==> src/rtl/mem_lsu.sv <==
// mem_lsu: MEM-stage load/store initiator driving the data-cache port.
// Aligned accesses pass straight through in the same cycle; misaligned loads
// become two word reads merged in LD_HI, misaligned stores become a run of byte
// writes in ST_BYTE, with Lsu_Stall freezing the pipeline meanwhile.
// Build option: define MISALIGN_TRAP_EN to trap misaligned requests
// (Lsu_MisalignErr pulse, no cache access) instead of splitting them.
module mem_lsu #(
    parameter int unsigned ADDR_WIDTH = 32,
    parameter int unsigned DATA_WIDTH = 32
) (
    input  logic                  clk,
    input  logic                  rst_n,
    input  logic                  EXMem_LdEN,
    input  logic                  EXMem_StEN,
    input  logic [1:0]            EXMem_Width,
    input  logic                  EXMem_Sign,
    input  logic [ADDR_WIDTH-1:0] EXMem_Addr,
    input  logic [DATA_WIDTH-1:0] EXMem_Rs2Data,
    output logic                  Mem_DcacheEN,
    output logic                  Mem_DcacheRd,
    output logic [1:0]            Mem_DcacheWidth,
    output logic [ADDR_WIDTH-1:0] Mem_DcacheAddr,
    output logic                  Mem_DcacheSign,
    output logic [DATA_WIDTH-1:0] Mem_DcacheWrData,
    input  logic [DATA_WIDTH-1:0] Dcache_DataRd,
    output logic [DATA_WIDTH-1:0] Lsu_LdData,
    output logic                  Lsu_LdValid,
    output logic                  Lsu_Stall,
    output logic                  Lsu_MisalignErr
);

`ifdef MISALIGN_TRAP_EN
    localparam bit TRAP = 1'b1;
`else
    localparam bit TRAP = 1'b0;
`endif

    localparam logic [1:0] W_BYTE = 2'b00;
    localparam logic [1:0] W_HALF = 2'b01;
    localparam logic [1:0] W_WORD = 2'b10;
    localparam logic [1:0] W_BAD  = 2'b11;

    typedef enum logic [1:0] {IDLE, LD_HI, ST_BYTE} state_t;

    state_t                  state;
    logic [1:0]              byte_cnt;
    logic [DATA_WIDTH-1:0]   lo_reg;

    logic                    req_ld;
    logic                    req_st;
    logic                    req_ok;
    logic                    misalign;
    logic                    split_ld;
    logic                    split_st;
    logic                    last_byte;
    logic [1:0]              cnt_sel;
    logic [ADDR_WIDTH-1:0]   word_addr;
    logic [ADDR_WIDTH-1:0]   byte_addr;
    logic [7:0]              store_byte;
    logic [DATA_WIDTH-1:0]   merge_sh;
    logic [DATA_WIDTH-1:0]   merge_data;

    // Request decode: load wins over store, width 11 is never serviced
    assign req_ld    = EXMem_LdEN;
    assign req_st    = EXMem_StEN & ~EXMem_LdEN;
    assign req_ok    = (req_ld | req_st) & (EXMem_Width != W_BAD);
    assign misalign  = ((EXMem_Width == W_HALF) && (EXMem_Addr[1:0] == 2'b11)) ||
                       ((EXMem_Width == W_WORD) && (EXMem_Addr[1:0] != 2'b00));
    assign split_ld  = req_ld & req_ok & misalign & ~TRAP;
    assign split_st  = req_st & req_ok & misalign & ~TRAP;
    assign last_byte = (byte_cnt == ((EXMem_Width == W_HALF) ? 2'd1 : 2'd3));

    // Split addressing and data selection
    assign cnt_sel    = (state == ST_BYTE) ? byte_cnt : 2'd0;
    assign word_addr  = {EXMem_Addr[ADDR_WIDTH-1:2], 2'b00};
    assign byte_addr  = EXMem_Addr + ADDR_WIDTH'(cnt_sel);
    assign store_byte = EXMem_Rs2Data[{cnt_sel, 3'b000} +: 8];

    // Merge high word with captured low word and extend to the requested width
    assign merge_sh   = DATA_WIDTH'({Dcache_DataRd, lo_reg} >> {EXMem_Addr[1:0], 3'b000});
    assign merge_data = (EXMem_Width == W_HALF) ?
                        {{(DATA_WIDTH-16){EXMem_Sign & merge_sh[15]}}, merge_sh[15:0]} :
                        merge_sh;

    // State, byte counter and low-word capture
    always_ff @(posedge clk or negedge rst_n) begin
        if (!rst_n) begin
            state    <= IDLE;
            byte_cnt <= 2'd0;
            lo_reg   <= '0;
        end else begin
            case (state)
                IDLE: begin
                    if (split_ld) begin
                        lo_reg <= Dcache_DataRd;
                        state  <= LD_HI;
                    end else if (split_st) begin
                        byte_cnt <= 2'd1;
                        state    <= ST_BYTE;
                    end
                end
                LD_HI: begin
                    state <= IDLE;
                end
                ST_BYTE: begin
                    if (last_byte) begin
                        byte_cnt <= 2'd0;
                        state    <= IDLE;
                    end else begin
                        byte_cnt <= byte_cnt + 2'd1;
                    end
                end
                default: state <= IDLE;
            endcase
        end
    end

    // Cache port, load return and stall; everything forced low during reset
    always_comb begin
        Mem_DcacheEN     = 1'b0;
        Mem_DcacheRd     = 1'b0;
        Mem_DcacheWidth  = W_BYTE;
        Mem_DcacheAddr   = '0;
        Mem_DcacheSign   = 1'b0;
        Mem_DcacheWrData = '0;
        Lsu_LdData       = '0;
        Lsu_LdValid      = 1'b0;
        Lsu_Stall        = 1'b0;
        Lsu_MisalignErr  = 1'b0;
        if (rst_n) begin
            case (state)
                IDLE: begin
                    if (req_ok) begin
                        if (!misalign) begin
                            Mem_DcacheEN     = 1'b1;
                            Mem_DcacheRd     = req_ld;
                            Mem_DcacheWidth  = EXMem_Width;
                            Mem_DcacheAddr   = EXMem_Addr;
                            Mem_DcacheSign   = EXMem_Sign;
                            Mem_DcacheWrData = EXMem_Rs2Data;
                            if (req_ld) begin
                                Lsu_LdData  = Dcache_DataRd;
                                Lsu_LdValid = 1'b1;
                            end
                        end else if (TRAP) begin
                            Lsu_MisalignErr = 1'b1;
                        end else if (req_ld) begin
                            Mem_DcacheEN    = 1'b1;
                            Mem_DcacheRd    = 1'b1;
                            Mem_DcacheWidth = W_WORD;
                            Mem_DcacheAddr  = word_addr;
                            Lsu_Stall       = 1'b1;
                        end else begin
                            Mem_DcacheEN     = 1'b1;
                            Mem_DcacheWidth  = W_BYTE;
                            Mem_DcacheAddr   = byte_addr;
                            Mem_DcacheWrData = DATA_WIDTH'(store_byte);
                            Lsu_Stall        = 1'b1;
                        end
                    end
                end
                LD_HI: begin
                    Mem_DcacheEN    = 1'b1;
                    Mem_DcacheRd    = 1'b1;
                    Mem_DcacheWidth = W_WORD;
                    Mem_DcacheAddr  = word_addr + ADDR_WIDTH'(4);
                    Lsu_LdData      = merge_data;
                    Lsu_LdValid     = 1'b1;
                end
                ST_BYTE: begin
                    Mem_DcacheEN     = 1'b1;
                    Mem_DcacheWidth  = W_BYTE;
                    Mem_DcacheAddr   = byte_addr;
                    Mem_DcacheWrData = DATA_WIDTH'(store_byte);
                    Lsu_Stall        = ~last_byte;
                end
                default: ;
            endcase
        end
    end

endmodule

==> config.mk <==
export PLATFORM = sky130hd
export DESIGN_NAME = mem_lsu
export DESIGN_NICKNAME = d
export VERILOG_FILES = /design/src/rtl/mem_lsu.sv
export SDC_FILE = /design/constraint.sdc
export NUM_CORES = 1
export LEC_CHECK = 0
export ABC_AREA = 1
export CORE_MARGIN = 2
export CORE_UTILIZATION = 45
export CTS_CLUSTER_DIAMETER = 40
export DETAILED_ROUTE_END_ITERATION = 10
export PLACE_DENSITY = 0.8
export SYNTH_ARGS = -nofsm -noshare
export SYNTH_HDL_FRONTEND = slang
export SYNTH_SLANG_ARGS = --single-unit
==> constraint.sdc <==
create_clock -name clk -period 6.4 [get_ports clk]
set_input_delay 1.92 -clock clk [delete_from_list [all_inputs] [get_ports clk]]
set_output_delay 1.92 -clock clk [all_outputs]
set_load 0.03 [all_outputs]
==> metrics.md, run 1 <==
| Metric | Value |
|---|---|
| Count of input and output buffers | around 210 |
| Setup slack, reg-to-reg | around 4100 ps |
| Initial antenna violation count | 0 |
| Detailed placer's ending HPWL | 15.8 mm |
| Yosys top cell area share | 0.215 |
| PwrDens | roughly 280 nW/µm² |
| Largest net degree at the start of global routing | 71 |
| Synth area leaders | nand2_1 22%, dfrtp_1 16%, nand3_1 8.8% |
| # Post-CTS Setup Buffers | 0 |
| Outcome | completed |
| PnR worst setup slack | 208 ps |
| Crit end category | primary output |
| Seq pwr share | 0.202 |
| # setup viols final | 0 |
| Fmax | between 150 and 200 MHz |
| Clock share of power | 0.115 |
| Cell Area, Placed | 7460 µm² |
| Vias | between 7,000 and 8,000 |
| Diode count | 0 |
| CTS tree | done |
| Mapped cell area | approximately 5600 µm² |
| Logic pwr share | 0.684 |
| DR pass1 iterations | 6 |
| H-tree depth | 2 |
| First-pass GRT wire length | between 30 and 40 mm |
| Post-route cell area | 7600 µm² |
| Hold Crit Class | reg -> reg |
| Slew margin rel. | 0.445 |
| Total power | ~2100 µW |
| Tmin final | 6190 ps |
| Die Span Y | around 120 µm |
| Vias in the first global route | ~6,500 |
| Post-synth ARST share | 1.00 |
| Ratio of final minimum period to clock period | 0.968 |
| Critical-path top delay cell | clkdlybuf4s50_1 |
| Register area share after synthesis | 0.161 |
| Worst-skew pair later-pin latency | ~280 ps |
| Core ar. | 12,100 µm² |
| Number of synthesized flops with an enable pin | 0 |
| Fill count | around 1,200 |
| Hold Path Sink | lo_reg[1]$_DFFE_PN0P_ |
| Worst path max stage delay | 470 ps |
| CP cell instances | clkdlybuf4s50_1 -> inv_2 -> buf_4 -> o211ai_1 -> o21ai_1 -> nand2_1 -> nand2_1 -> nand2_1 -> a21oi_1 -> buf_4 |
| Io pins | approximately 210 |
| Synth Area per Inst | about 5.4 µm² |
| Die W | 115 µm |
| Yosys reg bits | 36 |
| Top cell by count, worst path | nand2_1 |
| Share of post-route cells with drive strength above 1 | 0.145 |
| Syn_nets | between 1,000 and 1,500 |
| Final Wtd Congestion | approximately 1 |
| Register area | ~900 µm² |
| Standard-cell rows | 40 |
| Layout Skew | ~4.7 ps |
| Max FFs per register | 32 |
| Final TNS setup | 0 ps |
| Final Max Tran Viols | 0 |
| Starting Density | 0.463 |
| Pleak | 0.00364 µW |
| Clk buf depth | 2 |
| Worst slew pin tran | a little over 800 ps |
| Largest area contributor in the netlist | nand2_1 |
| Routed WL per cell | 15.1 µm |
| Clk sink count | 36 |
| Cells after Synth | 1,033 |
| Critical Path RT | 4480 ps |
| Max FO, Critical Path | 50 |
| Detail Route Antenna Nets | 0 |
| Vias/cell | ~5.4 |
| Non-Filler Instances | between 1,000 and 1,500 |
| Total CTS buffers | 5 |
| Switch Pwr | around 1100 µW |
| CP Class | in -> out |
| Max Cap Viol | 0 |
| Internal power | a little over 1000 µW |
| RSZ-0062 raised after global routing | no |
| Hold path startpoint | lo_reg[1]$_DFFE_PN0P_ |
| Clock root buffer master | clkbuf_16 |
| Die area | 13,300 µm² |
| Peak VDD IR | approximately 140 µV |
| Most used DFF post-synth | dfrtp_1 |
| Switching Share | 0.521 |
| Cell variety after synth | 40 |
| Most frequent cell after synthesis | nand2_1 |
| WP data arrival | 4270 ps |
| Area growth, synth to finish | 36.1% |
| R2R Path End | state[0]$_DFFE_PN0P_ |
| Post-synth top cells | 320 x nand2_1, 118 x nor2_1, 98 x nand3_1 |
| 1st-iter DRT viols | 820 |
| Routed wire length | between 20 and 25 mm |
| Clock-pin transition on the worst setup and hold timing paths | about 60 ps |
| Nets@finish | roughly 1,300 |
| Startpoint Class | input port |
| Place WS | 244 ps |
| Placed cells | 1,368 |
| Final hold violations | 0 |
| Reg2Reg Depth | 9 |
| DRC viols | 0 |
| GR Overflow Total | 0 |
| GRT Total Usage | 0.302 |
| Worst r2r src | state[0]$_DFFE_PN0P_ |
| Hold Crit Depth | 2 |
| Multi-input combinational cell area | between 4000 and 5000 µm² |
| Yosys warning count | 0 |
==> critical path: cells and delay by family <==
family | cells | cell delay [ps]
AND/OR/NAND/NOR | 3 | 570
buffers and inverters | 4 | 1230
AO/OA/AOI/OAI | 3 | 550
==> worst max path at each step <==
stage                       start                  to  slack (ps)  cells after the start
CTS                 EXMem_Addr[1]  Mem_DcacheAddr[17]         230                     12
global placement    EXMem_Addr[1]   Mem_DcacheAddr[8]         250                     12
floorplan           EXMem_Addr[1]  Mem_DcacheAddr[22]         230                     14
global route        EXMem_Addr[1]      Lsu_LdData[16]           5                     10
detailed placement  EXMem_Addr[1]  Mem_DcacheAddr[17]         240                     12
finish              EXMem_Addr[1]      Lsu_LdData[31]         210                     10
==> final cells by class <==
class | instances | area share
multi-input combinational | 842 | 0.532
timing repair buffer | 221 | 0.253
sequential | 36 | 0.119
inverter | 101 | 0.0502
tap | 168 | 0.0277
clock buffer | 7 | 0.0174
clock inverter | 1 | 0.00115
==> power by group through the flow <==
stage	Combinational [µW]	Clock, µW	Sequential, µW
CTS	1430	245	426
floorplan	971	0	400
detailed placement	1430	0	429
finish	1440	242	426
global placement	1420	0	426
global route	1590	252	441
==> placed cells by master (no fill, tap or decap), types with 8 or more instances in the layout <==
master,instances
mux2_2,16
buf_4,116
mux2i_1,8
o21ai_1,15
inv_1,92
dfrtp_1,36
nor2_1,118
nand2_2,9
nand2_1,320
a21oi_1,93
nand3_1,98
nor3_1,10
o21ai_0,91
nand4_1,10
a22oi_1,10
clkdlybuf4s50_1,102
==> per-stage QoR <==
step	utilization	hold slack, ps
2_1_floorplan	-	453
3_3_place_gp	0.618	466
3_5_place_dp	0.618	474
4_1_cts	0.630	489
5_1_grt	0.630	503
6_report	0.630	485
==> layer usage <==
layer / routed length, µm / GRT usage
met5: 0 / 0
met4: 322 / 0.0723
met3: 1990 / 0.0480
met2: 9380 / 0.478
met1: 9060 / 0.430
==> logic make-up after synthesis <==
group                      synth area share
and+or+nand+nor                       0.447
AOI/OAI and AO/OA                     0.207
buffers and inverters                 0.114
DFF                                   0.161
muxes                                0.0466
adders and majority gates            0.0193
xor gates and xnor gates            0.00471
other                              0.000672
==> what timing repair did <==
action / CTS / global route
setup endpoints to repair: 0 / 1
hold buffers: 0 / 0
gates resized for setup: 0 / 1
(Power assumes the default switching activity.)
==> run 2, diff against run 1 <==
--- a/config.mk
+++ b/config.mk
@@ -10,7 +10,7 @@
 export CORE_UTILIZATION = 45
 export CTS_CLUSTER_DIAMETER = 40
 export DETAILED_ROUTE_END_ITERATION = 10
-export PLACE_DENSITY = 0.8
+export PLACE_DENSITY = 0.81
 export SYNTH_ARGS = -nofsm -noshare
 export SYNTH_HDL_FRONTEND = slang
 export SYNTH_SLANG_ARGS = --single-unit
==> metrics.md, run 2 (same netlist as run 1, synthesis figures left out) <==
| Metric | Value |
|---|---|
| Outcome | completed |
| First-pass GRT wire length | 32.4 mm (-0.38%) |
| Hold Crit Depth | 2 (unchanged) |
| Crit-path leading delay family | buffers and inverters |
| DR pass1 iterations | 7 (+1) |
| GR Overflow Total | 0 (unchanged) |
| H-tree depth | 2 (unchanged) |
| Max Cap Viol | 0 (unchanged) |
| Io pins | 207 (unchanged) |
| Initial antenna violation count | 0 (unchanged) |
| Clock-pin transition on the worst setup and hold timing paths | 60 ps (about the same) |
| Count of input and output buffers | 205 (unchanged) |
| Layout Skew | 4.69 ps (+0.0246 ps) |
| Die Span Y | 115 µm (unchanged) |
| Vias/cell | 5.41 (+0.17%) |
| Crit path depth | 14 (+4) |
| Share of post-route cells with drive strength above 1 | 0.145 (unchanged) |
| Clk buf depth | 2 (unchanged) |
| 1st-iter DRT viols | 842 (+2.7%) |
| Peak VDD IR | 142 µV (+4.0%) |
| Detail Route Antenna Nets | 0 (unchanged) |
| Worst path max stage delay | 590 ps (+120 ps) |
| Reg2Reg Depth | 9 (unchanged) |
| Area growth, synth to finish | 36.1% (unchanged) |
| CTS tree | done |
| Final hold violations | 0 (unchanged) |
| Nets@finish | 1,318 (unchanged) |
| # Post-CTS Setup Buffers | 0 (unchanged) |
| Most frequent cells in the layout | 320 x nand2_1, 118 x nor2_1, 116 x buf_4 |
| Standard-cell rows | 40 (unchanged) |
| # setup viols final | 0 (unchanged) |
| Vias | 7,451 (+0.17%) |
| Ratio of final minimum period to clock period | 0.974 (+0.00682) |
| Worst slew pin tran | 883 ps (+51.5 ps) |
| GRT Total Usage | 0.302 (about the same) |
| Final Wtd Congestion | 1.00 (+0.15%) |
| Hold Crit Class | reg -> reg |
| Crit end category | primary output |
| Die area | 13,300 µm² (unchanged) |
| Routed WL per cell | 15.0 µm (-0.39%) |
| Tmin final | 6240 ps (+43.7 ps) |
| RSZ-0062 raised after global routing | yes |
| Critical-path top delay cell | clkdlybuf4s50_1 |
| Detailed placer's ending HPWL | 15.6 mm (-1.4%) |
| Largest net degree at the start of global routing | 71 (unchanged) |
| Worst-skew pair later-pin latency | 280 ps (about the same) |
| Diode count | 0 (unchanged) |
| Routed wire length | 20.7 mm (-0.39%) |
| PwrDens | 277 nW/µm² (-0.44%) |
| Max FFs per register | 32 (unchanged) |
| Slew margin rel. | 0.410 (-0.0344) |
| CP Class | in -> out |
| Critical Path RT | 4480 ps (about the same) |
| Clock root buffer master | clkbuf_16 |
| Place WS | 207 ps (-37.0 ps) |
| Clk sink count | 36 (unchanged) |
| Vias in the first global route | 6,564 (+1.7%) |
| Final TNS setup | 0 ps (unchanged) |
| Core ar. | 12,100 µm² (unchanged) |
| Fmax | 160 MHz (-0.70%) |
| CP bufs+invs | 5 (+1) |
| Commonest non-fill, non-tap cell in the layout | nand2_1 |
| DRC viols | 0 (unchanged) |
| CP cell instances | clkdlybuf4s50_1 -> inv_2 -> fa_1 -> inv_2 -> nand2_1 -> nor2_2 -> inv_1 -> nor2_1 -> nand3_1 -> nand3_1 -> nand3_1 -> nor2_1 -> nor2_1 -> buf_4 |
| PnR worst setup slack | 164 ps (-43.7 ps) |
| Final Max Tran Viols | 0 (unchanged) |
| Total CTS buffers | 5 (unchanged) |
| Die W | 115 µm (unchanged) |
| WP data arrival | 4320 ps (+50 ps) |
| Pleak | 0.00364 µW (about the same) |
| Setup slack, reg-to-reg | 4090 ps (about the same) |
| Max FO, Critical Path | 6 (-88%) |
| Startpoint Class | input port |
| Starting Density | 0.463 (unchanged) |
[run 2: cell counts in the layout (fill, tap and decap cells not counted)]
Identical to the previous run, type by type.
[run 2: report_power, final]
group	switching (µW)	internal, µW
combinational	919	515
clock	97.1	145
sequential	85.7	341
[run 2: routing by layer]
metal | up-vias | part of all wire | global-route usage
met5 | - | 0 | 0
met3 | 30 | 0.11 | 0.0590
met4 | 0 | 0.016 | 0.0779
li1 | 3719 | - | -
met1 | 3288 | 0.42 | 0.408
met2 | 414 | 0.45 | 0.493
[run 2: stage by stage]
step / std cells / area, µm² / total power [µW] / utilization / hold WS [ps]
floorplan: 1033 / 5580 / 1370 / - / 453
global placement: 1368 / 7460 / 1820 / 0.618 / 465
detailed placement: 1368 / 7460 / 1840 / 0.618 / 473
CTS: 1376 / 7600 / 2090 / 0.630 / 487
global route: 1376 / 7600 / 2270 / 0.630 / 514
finish: 1376 / 7600 / 2100 / 0.630 / 485
[run 2: worst paths after layout]
check / endpoint / startpoint
setup reg to reg: state[1]$_DFFE_PN0P_ / state[0]$_DFFE_PN0P_
setup / recovery: Mem_DcacheAddr[22] / EXMem_Addr[1]
hold reg to reg: lo_reg[15]$_DFFE_PN0P_ / lo_reg[15]$_DFFE_PN0P_
hold / removal: lo_reg[15]$_DFFE_PN0P_ / lo_reg[15]$_DFFE_PN0P_
min in group asynchronous: lo_reg[0]$_DFFE_PN0P_ / rst_n
max in group asynchronous: lo_reg[5]$_DFFE_PN0P_ / rst_n
[run 2: repair_timing]
action / 4_1_cts / 5_1_grt
hold buffers: 0 / 0
setup endpoints to repair: 0 / 2
resized for setup: 0 / 1
[run 2: cell type report]
| cell class | instances | area [µm²] |
|---|---|---|
| fillers | 1179 | 4460 |
| repair buffers | 221 | 1920 |
| clock buffers | 7 | 133 |
| multi-input cells | 842 | 4050 |
| flip-flops and latches | 36 | 901 |
| inverters | 101 | 382 |
| well taps | 168 | 210 |
| clock inverters | 1 | 8.76 |
[run 2: worst register-to-register path, cell delays in order, from the launching register on]
cell and delay (ps):
dfrtp_1 400, inv_1 80, ha_1 380, nand2_1 120, buf_4 270, clkinv_1 300, a22oi_1 300, nand2_1 170
nand2_1 100, o21ai_1 60
==> run 3, diff against run 2 <==
--- a/config.mk
+++ b/config.mk
@@ -11,6 +11,7 @@
 export CTS_CLUSTER_DIAMETER = 40
 export DETAILED_ROUTE_END_ITERATION = 10
 export PLACE_DENSITY = 0.81
+export RECOVER_POWER = 100
 export SYNTH_ARGS = -nofsm -noshare
 export SYNTH_HDL_FRONTEND = slang
 export SYNTH_SLANG_ARGS = --single-unit
==> metrics.md, run 3 (same netlist as run 1, synthesis figures left out) <==
| Metric | Value |
|---|---|
| Die W | 115 µm (unchanged) |
| Crit. Startpoint | EXMem_Addr[1] |
| Hold Crit Depth | 2 (unchanged) |
| Starting Density | 0.463 (unchanged) |
| Switching Share | 0.529 (+0.00487) |
| Clock-pin transition on the worst setup and hold timing paths | 60 ps (about the same) |
| Reg2Reg Depth | 7 (-2) |
| Detailed placer's ending HPWL | 15.6 mm (unchanged) |
| Startpoint Class | input port |
| Initial antenna violation count | 0 (unchanged) |
| CTS-repair resized insts | 0 (unchanged) |
| Final Wtd Congestion | 1.00 (unchanged) |
| Hold Crit Class | reg -> reg |
| Critical-path top delay cell | clkdlybuf4s50_1 |
| Worst path max stage delay | 580 ps (about the same) |
| Detail Route Antenna Nets | 0 (unchanged) |
| Seq pwr share | 0.206 (+0.003) |
| Io pins | 207 (unchanged) |
| Count of input and output buffers | 205 (unchanged) |
| Clock root buffer master | clkbuf_16 |
| Vias/cell | 5.40 (-0.34%) |
| PwrDens | 279 nW/µm² (+0.88%) |
| Hold path startpoint | lo_reg[15]$_DFFE_PN0P_ |
| Hold Path Sink | lo_reg[15]$_DFFE_PN0P_ |
| Placed cells | 1,368 (unchanged) |
| Ratio of final minimum period to clock period | 0.974 (about the same) |
| CP cell instances | clkdlybuf4s50_1 -> inv_2 -> fa_1 -> inv_2 -> nand2_1 -> nor2_2 -> inv_1 -> nor2_1 -> nand3_1 -> nand3_1 -> nand3_1 -> nor2_1 -> nor2_1 -> buf_4 |
| GR Overflow Total | 0 (unchanged) |
| CP bufs+invs | 5 (unchanged) |
| Switch Pwr | 1100 µW (-0.37%) |
| Non-Filler Instances | 1,376 (unchanged) |
| Core ar. | 12,100 µm² (unchanged) |
| Max Cap Viol | 1 (+1) |
| DRC viols | 0 (unchanged) |
| Fmax | 160 MHz (about the same) |
| Total CTS buffers | 5 (unchanged) |
| Routed WL per cell | 15.0 µm (-0.29%) |
| Most frequent cells in the layout | 321 x nand2_1, 118 x nor2_1, 99 x clkdlybuf4s50_1 |
| Worst r2r src | state[0]$_DFFE_PN0P_ |
| Standard-cell rows | 40 (unchanged) |
| Worst-skew pair later-pin latency | 280 ps (about the same) |
| DR pass1 iterations | 6 (-1) |
| Clk sink count | 36 (unchanged) |
| Clock share of power | 0.116 (about the same) |
| # hold bufs at CTS | 0 (unchanged) |
| Tmin final | 6240 ps (-0.682 ps) |
| CP Class | in -> out |
| Final hold violations | 0 (unchanged) |
| Pleak | 0.00349 µW (-4.1%) |
| GRT Total Usage | 0.302 (unchanged) |
| Area growth, synth to finish | 33.2% |
| Crit end category | primary output |
| Peak VDD IR | 142 µV (about the same) |
| Commonest non-fill, non-tap cell in the layout | nand2_1 |
| # Post-CTS Setup Buffers | 0 (unchanged) |
| Final core occ | 0.617 (-0.0135) |
| Routed wire length | 20.6 mm (-0.29%) |
| Vias in the first global route | 6,564 (unchanged) |
| H-tree depth | 2 (unchanged) |
| Die area | 13,300 µm² (unchanged) |
| CTS tree | done |
| Die Span Y | 115 µm (unchanged) |
| First-pass GRT wire length | 32.4 mm (unchanged) |
| Nets@finish | 1,318 (unchanged) |
| WP data arrival | 4320 ps (about the same) |
| Setup slack, reg-to-reg | 3250 ps (-840 ps) |
| Vias | 7,426 (-0.34%) |
| Critical Path RT | 4480 ps (about the same) |
| 1st-iter DRT viols | 834 (-0.95%) |
| Violated checks | capacitance limit, slew limit |
| Max FFs per register | 32 (unchanged) |
| Final Max Tran Viols | 50 (+50) |
| Crit-path leading delay family | buffers and inverters |
| Diode count | 0 (unchanged) |
| Clk buf depth | 2 (unchanged) |
| Worst slew pin tran | 2140 ps (+1260 ps) |
| Layout Skew | 4.52 ps (-0.168 ps) |
| RSZ-0062 raised after global routing | yes |
| Logic pwr share | 0.678 (-0.004) |
| Largest net degree at the start of global routing | 71 (unchanged) |
| Slew margin rel. | -0.429 (-0.839) |
| Max FO, Critical Path | 6 (unchanged) |
| Internal power | 979 µW (-2.3%) |
| # setup viols final | 0 (unchanged) |
| R2R Path End | lo_reg[28]$_DFFE_PN0P_ |
| Share of post-route cells with drive strength above 1 | 0.113 (-0.0315) |
| Outcome | complete, but fails checks |
[run 3: cell types whose count changed in the layout (fill, tap and decap cells not counted), sizes merged]
| cell | delta |
|---|---|
| clkbuf | +46 |
| buf | -46 |
| dlygate4sd3 | +3 |
| clkdlybuf4s50 | -3 |
[run 3: layer usage]
layer  GRT usage  wire length [µm]  vias up  part of all wire
met1       0.408              8720     3290              0.42
met4      0.0779               339        0             0.016
met3      0.0590              2190       30              0.11
met2       0.493              9360      385              0.45
met5           0                 0        -                 0
li1            -                 -     3721                 -
[run 3: area by class of cell]
class / instances / area (µm²)
Fill cell: 1221 / 4620
Multi-Input combinational cell: 842 / 4040
Timing Repair Buffer: 221 / 1760
Sequential cell: 36 / 901
Inverter: 101 / 382
Tap cell: 168 / 210
Clock buffer: 7 / 133
Clock inverter: 1 / 8.76
[run 3: worst max path at each step]
stage	to	slack [ps]	cells past startpoint
after floorplan	Mem_DcacheAddr[22]	230	14
after global placement	Mem_DcacheAddr[22]	250	13
after detailed placement	Mem_DcacheAddr[22]	210	13
after CTS	Mem_DcacheAddr[22]	200	13
after global routing	Mem_DcacheAddr[14]	-10	13
final	Mem_DcacheAddr[22]	160	14
[run 3: tightest hold or removal path, stage by stage (launching register included)]
cell	delay, ps
dfrtp_1	340
nand2_1	50
o21ai_0	60
[run 3: stage by stage]
step / setup TNS (ps) / total power, µW / cell area, µm² / setup slack [ps] / hold WS, ps
final: 0 / 2080 / 7440 / 165 / 484
after global routing: -21.9 / 2250 / 7440 / -11.6 / 514
after CTS: 0 / 2090 / 7600 / 198 / 487
after detailed placement: 0 / 1840 / 7460 / 207 / 473
after global placement: 0 / 1820 / 7460 / 249 / 465
after floorplan: 0 / 1370 / 5580 / 229 / 453
[run 3: power by group through the flow]
stage                     Combinational (µW)  Clock [µW]  Sequential, µW
after floorplan                          971           0             400
after global placement                  1400           0             424
after detailed placement                1410           0             427
after CTS                               1420         241             425
after global routing                    1550         254             440
final                                   1410         242             428
